<file path="src/rtl/spwtcr_pkg.sv">
// rtl/spwtcr_pkg.sv - shared SpaceWire character constants
package spwtcr_pkg;
    localparam int SPW_CHAR_W = 9;
    localparam logic [SPW_CHAR_W-1:0] SPW_EOP = 9'h100;
    localparam logic [SPW_CHAR_W-1:0] SPW_EEP = 9'h101;
    localparam int SPW_FCT_CREDIT = 8;
endpackage

</file>
<file path="src/rtl/spwtcr_dp_ram.sv">
// rtl/spwtcr_dp_ram.sv - DEPTH x W storage, synchronous write, asynchronous read
module spwtcr_dp_ram #(
    parameter int DEPTH  = 64,
    parameter int ADDR_W = 6,
    parameter int W      = 9
) (
    input  logic              clk,
    input  logic              we,
    input  logic [ADDR_W-1:0] waddr,
    input  logic [W-1:0]      wdata,
    input  logic [ADDR_W-1:0] raddr,
    output logic [W-1:0]      rdata
);
    logic [W-1:0] mem [DEPTH];

    always_ff @(posedge clk) begin
        if (we) begin
            mem[waddr] <= wdata;
        end
    end

    assign rdata = mem[raddr];
endmodule

</file>
<file path="src/rtl/spwtcr_rx_fifo.sv">
// rtl/spwtcr_rx_fifo.sv - receive N-Char buffer with packet counting and flush
module spwtcr_rx_fifo
    import spwtcr_pkg::*;
#(
    parameter int DEPTH    = 64,
    parameter int ADDR_W   = $clog2(DEPTH),
    parameter int AF_LEVEL = DEPTH - SPW_FCT_CREDIT
) (
    input  logic                  CLOCK,
    input  logic                  RESETn,
    input  logic                  flush,
    input  logic [SPW_CHAR_W-1:0] RX_DATA,
    input  logic                  BUFFER_WRITE,
    output logic                  BUFFER_READY,
    output logic                  almost_full,
    output logic [SPW_CHAR_W-1:0] RD_DATA,
    output logic                  RD_VALID,
    input  logic                  RD_READY,
    output logic [ADDR_W:0]       count,
    output logic [ADDR_W:0]       pkt_count,
    output logic                  overflow
);
    localparam logic [ADDR_W:0]   FULL_N = (ADDR_W+1)'(DEPTH);
    localparam logic [ADDR_W:0]   AF_N   = (ADDR_W+1)'(AF_LEVEL);
    localparam logic [ADDR_W:0]   ONE    = (ADDR_W+1)'(1);
    localparam logic [ADDR_W-1:0] PTR1   = ADDR_W'(1);

    logic [ADDR_W-1:0] wr_ptr, rd_ptr;
    logic              full;
    logic              wr_acc, pop;
    logic              pkt_in, pkt_out;

    // Flags come only from the registered count so the receiver sees no input-to-output path.
    assign full         = (count == FULL_N);
    assign BUFFER_READY = !full;
    assign RD_VALID     = (count != '0);
    assign almost_full  = (count >= AF_N);

    assign wr_acc  = BUFFER_WRITE && !full && !flush;
    assign pop     = RD_VALID && RD_READY && !flush;
    assign pkt_in  = wr_acc && RX_DATA[8];
    assign pkt_out = pop && RD_DATA[8];

    spwtcr_dp_ram #(
        .DEPTH  (DEPTH),
        .ADDR_W (ADDR_W),
        .W      (SPW_CHAR_W)
    ) u_ram (
        .clk   (CLOCK),
        .we    (wr_acc),
        .waddr (wr_ptr),
        .wdata (RX_DATA),
        .raddr (rd_ptr),
        .rdata (RD_DATA)
    );

    always_ff @(posedge CLOCK) begin
        if (!RESETn || flush) begin
            wr_ptr    <= '0;
            rd_ptr    <= '0;
            count     <= '0;
            pkt_count <= '0;
            overflow  <= 1'b0;
        end else begin
            overflow <= BUFFER_WRITE && full;
            if (wr_acc) begin
                wr_ptr <= wr_ptr + PTR1;
            end
            if (pop) begin
                rd_ptr <= rd_ptr + PTR1;
            end
            case ({wr_acc, pop})
                2'b10:   count <= count + ONE;
                2'b01:   count <= count - ONE;
                default: count <= count;
            endcase
            case ({pkt_in, pkt_out})
                2'b10:   pkt_count <= pkt_count + ONE;
                2'b01:   pkt_count <= pkt_count - ONE;
                default: pkt_count <= pkt_count;
            endcase
        end
    end
endmodule

</file>
<file path="config.mk">
export PLATFORM = sky130hd
export DESIGN_NAME = spwtcr_rx_fifo
export DESIGN_NICKNAME = d
export VERILOG_FILES = /design/src/rtl/spwtcr_pkg.sv /design/src/rtl/spwtcr_dp_ram.sv /design/src/rtl/spwtcr_rx_fifo.sv
export SDC_FILE = /design/constraint.sdc
export NUM_CORES = 1
export LEC_CHECK = 0
export ABC_AREA = 0
export BUFFER_PORTS_ARGS = -buffer_cell sky130_fd_sc_hd__buf_2
export CORE_AREA = 2 2 170 239
export CTS_CLUSTER_SIZE = 25
export DETAILED_ROUTE_END_ITERATION = 10
export DIE_AREA = 0 0 172 241
export PLACE_DENSITY_LB_ADDON = 0.08
export SYNTH_ARGS = -nofsm -noshare
export SYNTH_HDL_FRONTEND = slang
export SYNTH_HIERARCHICAL = 1
export SYNTH_SLANG_ARGS = --single-unit
</file>
<file path="constraint.sdc">
create_clock -name CLOCK -period 3.97 [get_ports CLOCK]
set_input_delay 0.794 -clock CLOCK [delete_from_list [all_inputs] [get_ports CLOCK]]
set_output_delay 0.794 -clock CLOCK [all_outputs]
set_load 0.01 [all_outputs]
</file>
==> out/qor.txt, run 1 <==
run status: complete, no violations
Inst Count DP: 1828
Chip Width: 172 um
average wire length per cell after detail routing: 27.7 um
Gate power share: 1.9%
final setup violation count: 0
switching part of the total power: 19.3%
highest net fanout along the worst path: 14
routed via count divided by cell count: 6.38
Slew headroom: 18.8%
highest achievable clock rate: 256 MHz
leading post-synthesis cells by instance count: 576 x sky130_fd_sc_hd__edfxtp_1, 143 x sky130_fd_sc_hd__mux4_2, 89 x sky130_fd_sc_hd__nor2_1
reported max-cap violation count: 0
number of enable flip-flop cells after synthesis: 576
initial antenna violation count: 1
sequential-to-total area share from yosys stat: 74.0%
leading area contributor after synthesis: sky130_fd_sc_hd__edfxtp_1
peak supply drop: 0.449 mV
net count after synthesis: 1241
category of the critical setup timing path: reg -> out
clock tree from TritonCTS: done
Layout Area Growth over Synthesis: 14.2%
CTS Buffer Depth: 3
estimated wirelength of the detail-placed design: 33.1 mm
count of endpoints failing hold in the final timing report: 0
data required time of the worst path: 3180 ps
post-synthesis sequential element count: 603
Cell Count, Final, Fillers Out: 1939
via count of the first global-routing pass: 12627
cell leakage power: 8.70 nW
CTS hold repair buffers: 0
distinct cell type count of the synthesized netlist: 60
pin slew with the least headroom to its limit: 1220 ps
fraction of final layout cells with drive strength greater than 1: 29.5%
Sink Count: 603
final-stage net count: 1402
number of DRC violations after detailed-routing iteration 0: 1338
top cells by area, synth: sky130_fd_sc_hd__edfxtp_1 72%, sky130_fd_sc_hd__mux4_2 13%, sky130_fd_sc_hd__dfxtp_1 2.2%
PortBufs: 40
post-route minimum period: 3900 ps
proportion of power drawn by the clock network: 40.3%
number of rows created at floorplan: 86
Min-Delay Path Class: in -> reg
final weighted congestion of routability-driven global placement: 0.808
Max H-tree Level: 2
first-pass iteration count of the detailed router: 7
share of synthesized registers carrying an async set or reset: 0%
Yosys warning total: 6
CTS clock-pin slew for the worst setup and hold paths: 60 ps
die outline area: 0.0415 mm^2
Final Routed Wirelength: 53.7 mm
overall power: 0.0121 W
GRT Overall Usage: 27.1%
total via count in the routed design: 12369
clock latency at the later pin of the worst-skew pair: 590 ps
total I/O pin count: 41
Clock Skew: 33.3 ps
number of diodes added for antenna fixing: 0
Gate Count Post-Synth: 1211
global-route wire length before repair: 80.3 mm
most common cell in the netlist: sky130_fd_sc_hd__edfxtp_1
Clk Tree Root Cell: sky130_fd_sc_hd__clkbuf_16
largest net degree at the start of global routing: 65
antenna-violating nets left: 0
kind of launch point of the worst setup path: flop
remaining routing DRC violations: 0
number of buffers created by CTS: 53
sequential cell fraction of total power: 57.8%
most frequently used flop master after synthesis: sky130_fd_sc_hd__edfxtp_1
Filler Cells Inserted: 2514
Switching Power: 0.00232 W
data arrival time of the critical path: 3110 ps
starting density of the core: 61.6%
fraction of synthesized cell area taken by the top area cell type: 71.7%
CP endpoint kind: output pin
mean post-synth cell area: 19.9 um^2
die height: 241 um
final worst-path cycle share: 98.3%
global-route congestion overflow total: 0
Post-Route Utilization: 70.3%
max-slew violation count: 0
total power density per cell area: 438 mW/mm^2
area of the mapped netlist: 0.0241 mm^2
design internal power: 0.00974 W
core box area: 0.0392 mm^2
-- routing by layer --
layer	track usage (%)	routed length [um]	vias to the layer above
li1	-	-	5311
met1	37.9	20800	6488
met4	7.64	1390	0
met2	46.1	27800	487
met5	0	0	-
met3	3.21	3700	83
-- logic make-up after synthesis --
| logic type | count (synthesis) | synth area share, % |
|---|---|---|
| buffers and inverters | 76 | 1.70 |
| adder cells (fa/ha/maj) | 16 | 0.893 |
| multiplexers | 181 | 15.5 |
| XOR/XNOR | 8 | 0.291 |
| AO/OA/AOI/OAI | 112 | 3.36 |
| AND/OR/NAND/NOR | 215 | 4.28 |
| flip-flops | 603 | 74.0 |
-- state kept, by name (all words and copies together), names as in the netlist --
register / cells
u_ram/mem: 576
count: 7
pkt_count: 7
wr_ptr: 6
overflow: 1
rd_ptr: 6
-- per-stage QoR --
| stage | instance area [um^2] | TNS [ps] | hold slack [ps] | setup WS [ps] |
|---|---|---|---|---|
| floorplan | 24100 | 0 | 490 | 316 |
| detailed placement | 25500 | 0 | 481 | 16.6 |
| global route | 27500 | -30.2 | 471 | -30.2 |
| finish | 27500 | 0 | 463 | 66.2 |
| global placement | 25500 | 0 | 473 | 80.6 |
| CTS | 27400 | 0 | 443 | 2.53 |
-- placed cells by master (no fill, tap or decap), drive strengths merged, types with 4 or more instances in the layout --
master,synthesis,final
nand2b,17,17
a22oi,17,17
clkinv,0,21
a211oi,4,4
mux2i,26,26
nor3,4,4
xor2,4,4
o221ai,5,5
a21oi,20,20
mux4,151,151
o211ai,7,7
clkbuf,25,66
a31oi,4,4
mux2,4,4
a21boi,4,4
dfxtp,27,27
nor2b,15,15
nand3,23,23
nand2,37,37
ha,14,14
nor2,90,90
a31o,5,5
bufinv,0,4
o22ai,10,10
edfxtp,576,576
a21o,4,4
buf,35,162
o21ai,8,8
a2111oi,7,7
and2,7,7
nand4,5,5
xnor2,4,4
inv,16,18
-- critical path: stages (launching register included) --
cell	delay [ps]
sky130_fd_sc_hd__dfxtp_4	410
sky130_fd_sc_hd__buf_12	200
sky130_fd_sc_hd__buf_16	180
sky130_fd_sc_hd__mux4_2	570
sky130_fd_sc_hd__mux4_2	520
sky130_fd_sc_hd__o211ai_1	260
sky130_fd_sc_hd__buf_4	170
sky130_fd_sc_hd__nand2_1	60
sky130_fd_sc_hd__buf_2	140
-- path summary, 6_finish.rpt --
kind           startpoint           end  slack [ps]  cells past startpoint
min reg2reg  pkt_count[6]  pkt_count[6]         490                      2
max             rd_ptr[0]    RD_DATA[3]          70                      8
max reg2reg     rd_ptr[0]  pkt_count[6]          80                     15
min          BUFFER_WRITE      overflow         460                      3
-- power groups by stage --
stage	sequential [W]	combinational [W]	clock [W]
floorplan	0.00711	0.0000744	0
global placement	0.00711	0.000211	0
detailed placement	0.00711	0.000219	0
CTS	0.00697	0.000225	0.00495
global route	0.00697	0.000246	0.00519
finish	0.00697	0.000226	0.00486
-- layout make-up --
class	count	area, um^2	share of cell area, %
Inverter	16	60.1	0.218
Multi-Input combinational cell	532	5970	21.7
Sequential cell	603	17800	64.8
Timing Repair Buffer	166	1380	5.00
Clock buffer	65	1370	4.98
Tap cell	528	661	2.40
Clock inverter	29	250	0.909
-- what timing repair did --
action,in CTS,in global routing
hold endpoints to repair,0,0
endpoints found under the setup margin,9,8
cloned,3,1
setup buffers,8,6
pin swaps,2,4
gates resized for setup,19,19
No activity file was read; power rests on OpenSTA's default activity.
==> run 2, diff against run 1 <==
--- a/config.mk
+++ b/config.mk
@@ -8,10 +8,12 @@
 export ABC_AREA = 0
 export BUFFER_PORTS_ARGS = -buffer_cell sky130_fd_sc_hd__buf_2
 export CORE_AREA = 2 2 170 239
+export CTS_BUF_LIST = sky130_fd_sc_hd__clkbuf_16
 export CTS_CLUSTER_SIZE = 25
 export DETAILED_ROUTE_END_ITERATION = 10
 export DIE_AREA = 0 0 172 241
 export PLACE_DENSITY_LB_ADDON = 0.08
+export SKIP_LAST_GASP = 1
 export SYNTH_ARGS = -nofsm -noshare
 export SYNTH_HDL_FRONTEND = slang
 export SYNTH_HIERARCHICAL = 1
==> out/qor.txt, run 2 (synthesis results as in run 1) <==
run status: complete, no violations
number of buffers created by CTS: 53 (unchanged)
total via count in the routed design: 12327 (-0.34%)
Chip Width: 172 um (unchanged)
unrepaired setup endpoints after global routing: true
remaining routing DRC violations: 0 (unchanged)
estimated wirelength of the detail-placed design: 33.1 mm (unchanged)
routed via count divided by cell count: 6.36 (-0.34%)
cell with the largest stage delay on the worst path: sky130_fd_sc_hd__mux4_2
data required time of the worst path: 3180 ps (about the same)
final setup violation count: 0 (unchanged)
total I/O pin count: 41 (unchanged)
PortBufs: 40 (unchanged)
final weighted congestion of routability-driven global placement: 0.808 (unchanged)
Filler Cells Inserted: 2515 (+0.040%)
highest net fanout along the worst path: 14 (unchanged)
number of diodes added for antenna fixing: 0 (unchanged)
Final Routed Wirelength: 53.8 mm (+0.29%)
sequence of cells on the critical path: buf_12 > buf_16 > mux4_2 > mux4_2 > o211ai_1 > buf_4 > nand2_1 > buf_2
Clk Tree Root Cell: sky130_fd_sc_hd__clkbuf_16
average wire length per cell after detail routing: 27.8 um (+0.29%)
highest achievable clock rate: 256 MHz (about the same)
data arrival time of the critical path: 3110 ps (about the same)
pin slew with the least headroom to its limit: 1210 ps (-10.5 ps)
CTS clock-pin slew for the worst setup and hold paths: 60 ps (about the same)
count of endpoints failing hold in the final timing report: 0 (unchanged)
post-route minimum period: 3900 ps (-0.384 ps)
global-route wire length before repair: 80.3 mm (unchanged)
final-stage net count: 1402 (unchanged)
library cell appearing most often on the critical path: sky130_fd_sc_hd__mux4_2
antenna-violating nets left: 0 (unchanged)
GRT Overall Usage: 27.1% (unchanged)
Slew headroom: 19.5% (+0.70 points)
peak supply drop: 0.449 mV (about the same)
largest reg by FF count: u_ram/mem
die height: 241 um (unchanged)
grt met2 use: 46.1% (unchanged)
largest delay contributor family on the critical path: multiplexers
via count of the first global-routing pass: 12627 (unchanged)
global-route congestion overflow total: 0 (unchanged)
reported max-cap violation count: 0 (unchanged)
CP max stage delay: 570 ps (about the same)
die outline area: 0.0415 mm^2 (unchanged)
flip-flop count of the largest register after layout: 576 (unchanged)
final worst-path setup slack: 66.6 ps (+0.384 ps)
Sink Count: 603 (unchanged)
Setup WS pre-CTS: 16.6 ps (unchanged)
clock latency at the later pin of the worst-skew pair: 590 ps (about the same)
met3 GRT Util: 3.21% (unchanged)
CP endpoint kind: output pin
number of rows created at floorplan: 86 (unchanged)
final worst-path cycle share: 98.3% (about the same)
met1 Usage GRT: 37.9% (unchanged)
minimum hold slack: 464 ps (+0.890 ps)
kind of launch point of the worst setup path: flop
number of DRC violations after detailed-routing iteration 0: 1298 (-3.0%)
Clock Skew: 33.7 ps (+0.482 ps)
Layout Area Growth over Synthesis: 14.1%
total power density per cell area: 438 mW/mm^2 (about the same)
Inst Count DP: 1828 (unchanged)
clock tree from TritonCTS: done
commonest non-fill, non-tap cell in the layout: sky130_fd_sc_hd__edfxtp_1
core box area: 0.0392 mm^2 (unchanged)
final setup TNS: 0 ps (unchanged)
busiest metal layer after global routing: met2
first-pass iteration count of the detailed router: 7 (unchanged)
max-slew violation count: 0 (unchanged)
registers with the highest flip-flop counts: u_ram/mem (576), count (7), pkt_count (7)
largest net degree at the start of global routing: 65 (unchanged)
Cell Count, Final, Fillers Out: 1939 (unchanged)
overall power: 0.0120 W (-0.17%)
cell leakage power: 8.75 nW (+0.57%)
CP bufs+invs: 4 (unchanged)
Min-Delay Path Class: in -> reg
highest-count cells in the layout ignoring fill and taps: 576 x sky130_fd_sc_hd__edfxtp_1, 144 x sky130_fd_sc_hd__mux4_2, 110 x sky130_fd_sc_hd__buf_4
CTS hold repair buffers: 0 (unchanged)
Max H-tree Level: 2 (unchanged)
category of the critical setup timing path: reg -> out
CTS Buffer Depth: 3 (unchanged)
fraction of final layout cells with drive strength greater than 1: 29.2% (-0.28 points)
initial antenna violation count: 1 (unchanged)
starting density of the core: 61.6% (unchanged)
## run 2: cell count changes in the layout (fill, tap and decap cells not counted)
cell                        previous run  this run
sky130_fd_sc_hd__a211oi_1              1         2
sky130_fd_sc_hd__clkbuf_1             12         0
sky130_fd_sc_hd__inv_1                14        26
sky130_fd_sc_hd__a211oi_2              3         2
sky130_fd_sc_hd__a2111oi_0             2         4
sky130_fd_sc_hd__o22ai_1               9        10
sky130_fd_sc_hd__ha_4                  3         2
sky130_fd_sc_hd__a2111oi_1             3         2
sky130_fd_sc_hd__o22ai_2               1         0
sky130_fd_sc_hd__a2111oi_2             2         1
sky130_fd_sc_hd__ha_1                 11        12
## run 2: layout make-up
class / count / area [um^2] / area share (%)
clock buffer: 53 / 1330 / 4.82
tap: 528 / 661 / 2.40
multi-input combinational: 532 / 5940 / 21.6
clock inverter: 41 / 295 / 1.07
sequential: 603 / 17800 / 64.9
timing repair buffer: 166 / 1380 / 5.00
inverter: 16 / 60.1 / 0.218
## run 2: per-stage QoR
step	instance area, um^2	utilization [%]
global placement	25500	65.1
finish	27500	70.2
CTS	27400	69.9
detailed placement	25500	65.1
floorplan	24100	-
global route	27500	70.2
## run 2: path summary, 6_finish.rpt
check,depth (start not counted),to,slack [ps],from
max,8,RD_DATA[3],70,rd_ptr[0]
min,3,overflow,460,BUFFER_WRITE
max reg2reg,15,pkt_count[6],70,rd_ptr[0]
min reg2reg,2,pkt_count[6],490,pkt_count[6]
## run 2: report_power, final
group	total [W]	switching (W)	leakage, nW	internal, W
Clock	0.00484	0.00216	0.844	0.00268
Combinational	0.000225	0.000164	2.51	0.0000616
Sequential	0.00697	0.00000472	5.40	0.00696
## run 2: per-layer routing
metal	vias to the layer above	routed length, um
li1	5318	-
met1	6458	21000
met2	469	27800
met3	82	3650
met4	0	1390
met5	-	0
## run 2: what timing repair did
action	4_1_cts	5_1_grt
pin swaps	2	4
resized for setup	19	13
setup endpoints to repair	9	8
setup buffers	8	6
endpoints found under the hold margin	0	0
gates cloned	3	1
## run 2: worst min-delay path: cells and delay by family
family                 cells  cell delay, ps
buffers and inverters      1             100
and+or+nand+nor            2              90
==> run 3, diff against run 2 <==
--- a/config.mk
+++ b/config.mk
@@ -13,6 +13,7 @@
 export DETAILED_ROUTE_END_ITERATION = 10
 export DIE_AREA = 0 0 172 241
 export PLACE_DENSITY_LB_ADDON = 0.08
+export REMOVE_ABC_BUFFERS = 1
 export SKIP_LAST_GASP = 1
 export SYNTH_ARGS = -nofsm -noshare
 export SYNTH_HDL_FRONTEND = slang
==> out/qor.txt, run 3 (synthesis results as in run 1) <==
Filler Cells Inserted: 2476 (-1.6%)
slack of the worst reg-to-reg path: 150 ps (+80 ps)
number of diodes added for antenna fixing: 0 (unchanged)
starting density of the core: 61.6% (unchanged)
via count of the first global-routing pass: 12506 (-0.96%)
total power density per cell area: 445 mW/mm^2 (+1.7%)
proportion of power drawn by the clock network: 41.8% (+1.6 points)
die height: 241 um (unchanged)
Chip Width: 172 um (unchanged)
number of DRC violations after detailed-routing iteration 0: 1147 (-12%)
grt met2 use: 43.9% (-2.2 points)
data required time of the worst path: 3180 ps (about the same)
design internal power: 0.00999 W (+3.0%)
sequential cell fraction of total power: 56.4% (-1.5 points)
Final Routed Wirelength: 52.0 mm (-3.5%)
fraction of final layout cells with drive strength greater than 1: 29.3% (+0.11 points)
Min-Delay Path Class: in -> reg
count of endpoints failing hold in the final timing report: 0 (unchanged)
clock latency at the later pin of the worst-skew pair: 600 ps (about the same)
flip-flop count of the largest register after layout: 576 (unchanged)
global-route congestion overflow total: 0 (unchanged)
average wire length per cell after detail routing: 26.6 um (-4.2%)
post-route minimum period: 3950 ps (+51.5 ps)
worst setup path start: rd_ptr[0]
Sink Count: 603 (unchanged)
met3 GRT Util: 3.36% (+0.15 points)
CTS Buffer Depth: 3 (unchanged)
Hold Path Origin: BUFFER_WRITE
RR Startpoint: rd_ptr[0]
total via count in the routed design: 12333 (+0.049%)
cell leakage power: 8.89 nW (+1.6%)
global-route wire length before repair: 77.9 mm (-3.0%)
reported max-cap violation count: 0 (unchanged)
area of combinational cells with multiple inputs: 0.00593 mm^2 (-0.21%)
Post-Route Utilization: 70.8% (+0.61 points)
Gate power share: 1.8% (about the same)
clock tree from TritonCTS: done
antenna-violating nets left: 0 (unchanged)
final-stage net count: 1413 (+0.78%)
Finished Cell Area: 0.0277 mm^2 (+0.86%)
CP endpoint kind: output pin
destination of the worst register-to-register timing path: pkt_count[6]
data arrival time of the critical path: 3160 ps (+50 ps)
final worst-path cycle share: 99.6% (+1.3 points)
total I/O pin count: 41 (unchanged)
highest net fanout along the worst path: 7 (-7)
area occupied by registers: 0.0178 mm^2 (unchanged)
worst-case hold path end point: overflow
registers with the highest flip-flop counts: u_ram/mem (576), count (7), pkt_count (7)
largest reg by FF count: u_ram/mem
kind of launch point of the worst setup path: flop
busiest metal layer after global routing: met2
routed via count divided by cell count: 6.31 (-0.72%)
met1 Usage GRT: 36.1% (-1.8 points)
placed cell areas: 0.0255 mm^2 (about the same)
hold path cells: 3 (unchanged)
remaining routing DRC violations: 0 (unchanged)
GRT Overall Usage: 26.1% (-1.1 points)
first-pass iteration count of the detailed router: 7 (unchanged)
Clock Skew: 21.5 ps (-12.2 ps)
peak supply drop: 0.408 mV (-9.3%)
largest net degree at the start of global routing: 65 (unchanged)
Clk Tree Root Cell: sky130_fd_sc_hd__clkbuf_16
CTS clock-pin slew for the worst setup and hold paths: 60 ps (about the same)
final weighted congestion of routability-driven global placement: 0.840 (+3.9%)
highest-count cells in the layout ignoring fill and taps: 576 x sky130_fd_sc_hd__edfxtp_1, 145 x sky130_fd_sc_hd__mux4_2, 116 x sky130_fd_sc_hd__buf_4
die outline area: 0.0415 mm^2 (unchanged)
commonest non-fill, non-tap cell in the layout: sky130_fd_sc_hd__edfxtp_1
Max H-tree Level: 2 (unchanged)
category of the critical setup timing path: reg -> out
highest achievable clock rate: 253 MHz (-1.3%)
number of buffers created by CTS: 54 (+1.9%)
unrepaired setup endpoints after global routing: true
estimated wirelength of the detail-placed design: 32.3 mm (-2.4%)
Worst R2R Path Depth: 15 (unchanged)
Slew headroom: 13.0% (-6.5 points)
initial antenna violation count: 0 (-1)
overall power: 0.0124 W (+2.6%)
pin slew with the least headroom to its limit: 1310 ps (+97.4 ps)
final setup violation count: 0 (unchanged)
core box area: 0.0392 mm^2 (unchanged)
switching part of the total power: 19.1% (-0.28 points)
Layout Area Growth over Synthesis: 15.1%
max-slew violation count: 0 (unchanged)
number of rows created at floorplan: 86 (unchanged)
PortBufs: 40 (unchanged)
Switching Power: 0.00236 W (+1.1%)
run status: complete, no violations
## run 3: cell types whose count changed in the layout (fill, tap and decap cells not counted), moves of 3 or more
cell	previous run	this run
sky130_fd_sc_hd__buf_4	110	116
sky130_fd_sc_hd__inv_1	26	30
sky130_fd_sc_hd__clkinv_1	9	12
sky130_fd_sc_hd__buf_6	2	6
sky130_fd_sc_hd__clkinv_2	11	6
sky130_fd_sc_hd__a22oi_1	14	17
sky130_fd_sc_hd__a2111oi_0	4	0
sky130_fd_sc_hd__a22oi_2	3	0
sky130_fd_sc_hd__clkbuf_16	54	58
## run 3: worst max-delay path by stage
stage	to	slack [ps]	cells after the start
6_report	RD_DATA[4]	20	8
5_1_grt	pkt_count[6]	-50	15
4_1_cts	RD_DATA[3]	-20	9
3_5_place_dp	pkt_count[6]	30	15
3_3_place_gp	pkt_count[6]	60	15
2_1_floorplan	pkt_count[6]	-5300	13
## run 3: power groups by stage
stage               clock (W)  sequential, W  combinational (W)
global route          0.00547        0.00697           0.000243
detailed placement          0        0.00711           0.000216
global placement            0        0.00711           0.000207
finish                0.00516        0.00697           0.000222
CTS                   0.00524        0.00697           0.000220
floorplan                   0        0.00711          0.0000694
## run 3: repair_timing
item,in CTS,in global routing
pin swaps,3,5
hold buffers,0,0
hold endpoints to repair,0,0
gates cloned,3,1
buffers inserted,3,14
setup endpoints to repair,8,12
gates resized for setup,30,24
## run 3: stage by stage
step / hold slack (ps) / setup WS, ps / std cells / TNS (ps)
2_1_floorplan: 490 / -5300 / 1151 / -85040
4_1_cts: 397 / -22.9 / 1939 / -68.0
5_1_grt: 414 / -52.2 / 1954 / -101
3_3_place_gp: 467 / 60.0 / 1834 / 0
3_5_place_dp: 464 / 33.1 / 1834 / 0
6_report: 416 / 15.1 / 1954 / 0
## run 3: per-layer routing
metal	vias up	wire length (um)
met5	-	0
met4	0	1590
met3	96	3070
met2	461	26400
met1	6446	20900
li1	5330	-
## run 3: critical path: stages (launching register included)
cell and delay (ps):
sky130_fd_sc_hd__dfxtp_4 380, sky130_fd_sc_hd__buf_8 140, sky130_fd_sc_hd__buf_12 160, sky130_fd_sc_hd__clkbuf_16 170
sky130_fd_sc_hd__mux4_2 550, sky130_fd_sc_hd__mux4_2 520, sky130_fd_sc_hd__o211ai_1 300, sky130_fd_sc_hd__nand2_1 150
sky130_fd_sc_hd__buf_2 170
## run 3: area by class of cell
| cell class | instances | share of cell area [%] |
|---|---|---|
| well taps | 528 | 2.38 |
| inverters | 16 | 0.216 |
| clock inverters | 42 | 1.20 |
| flip-flops and latches | 603 | 64.3 |
| multi-input cells | 532 | 21.4 |
| repair buffers | 176 | 5.37 |
| clock buffers | 57 | 5.14 |
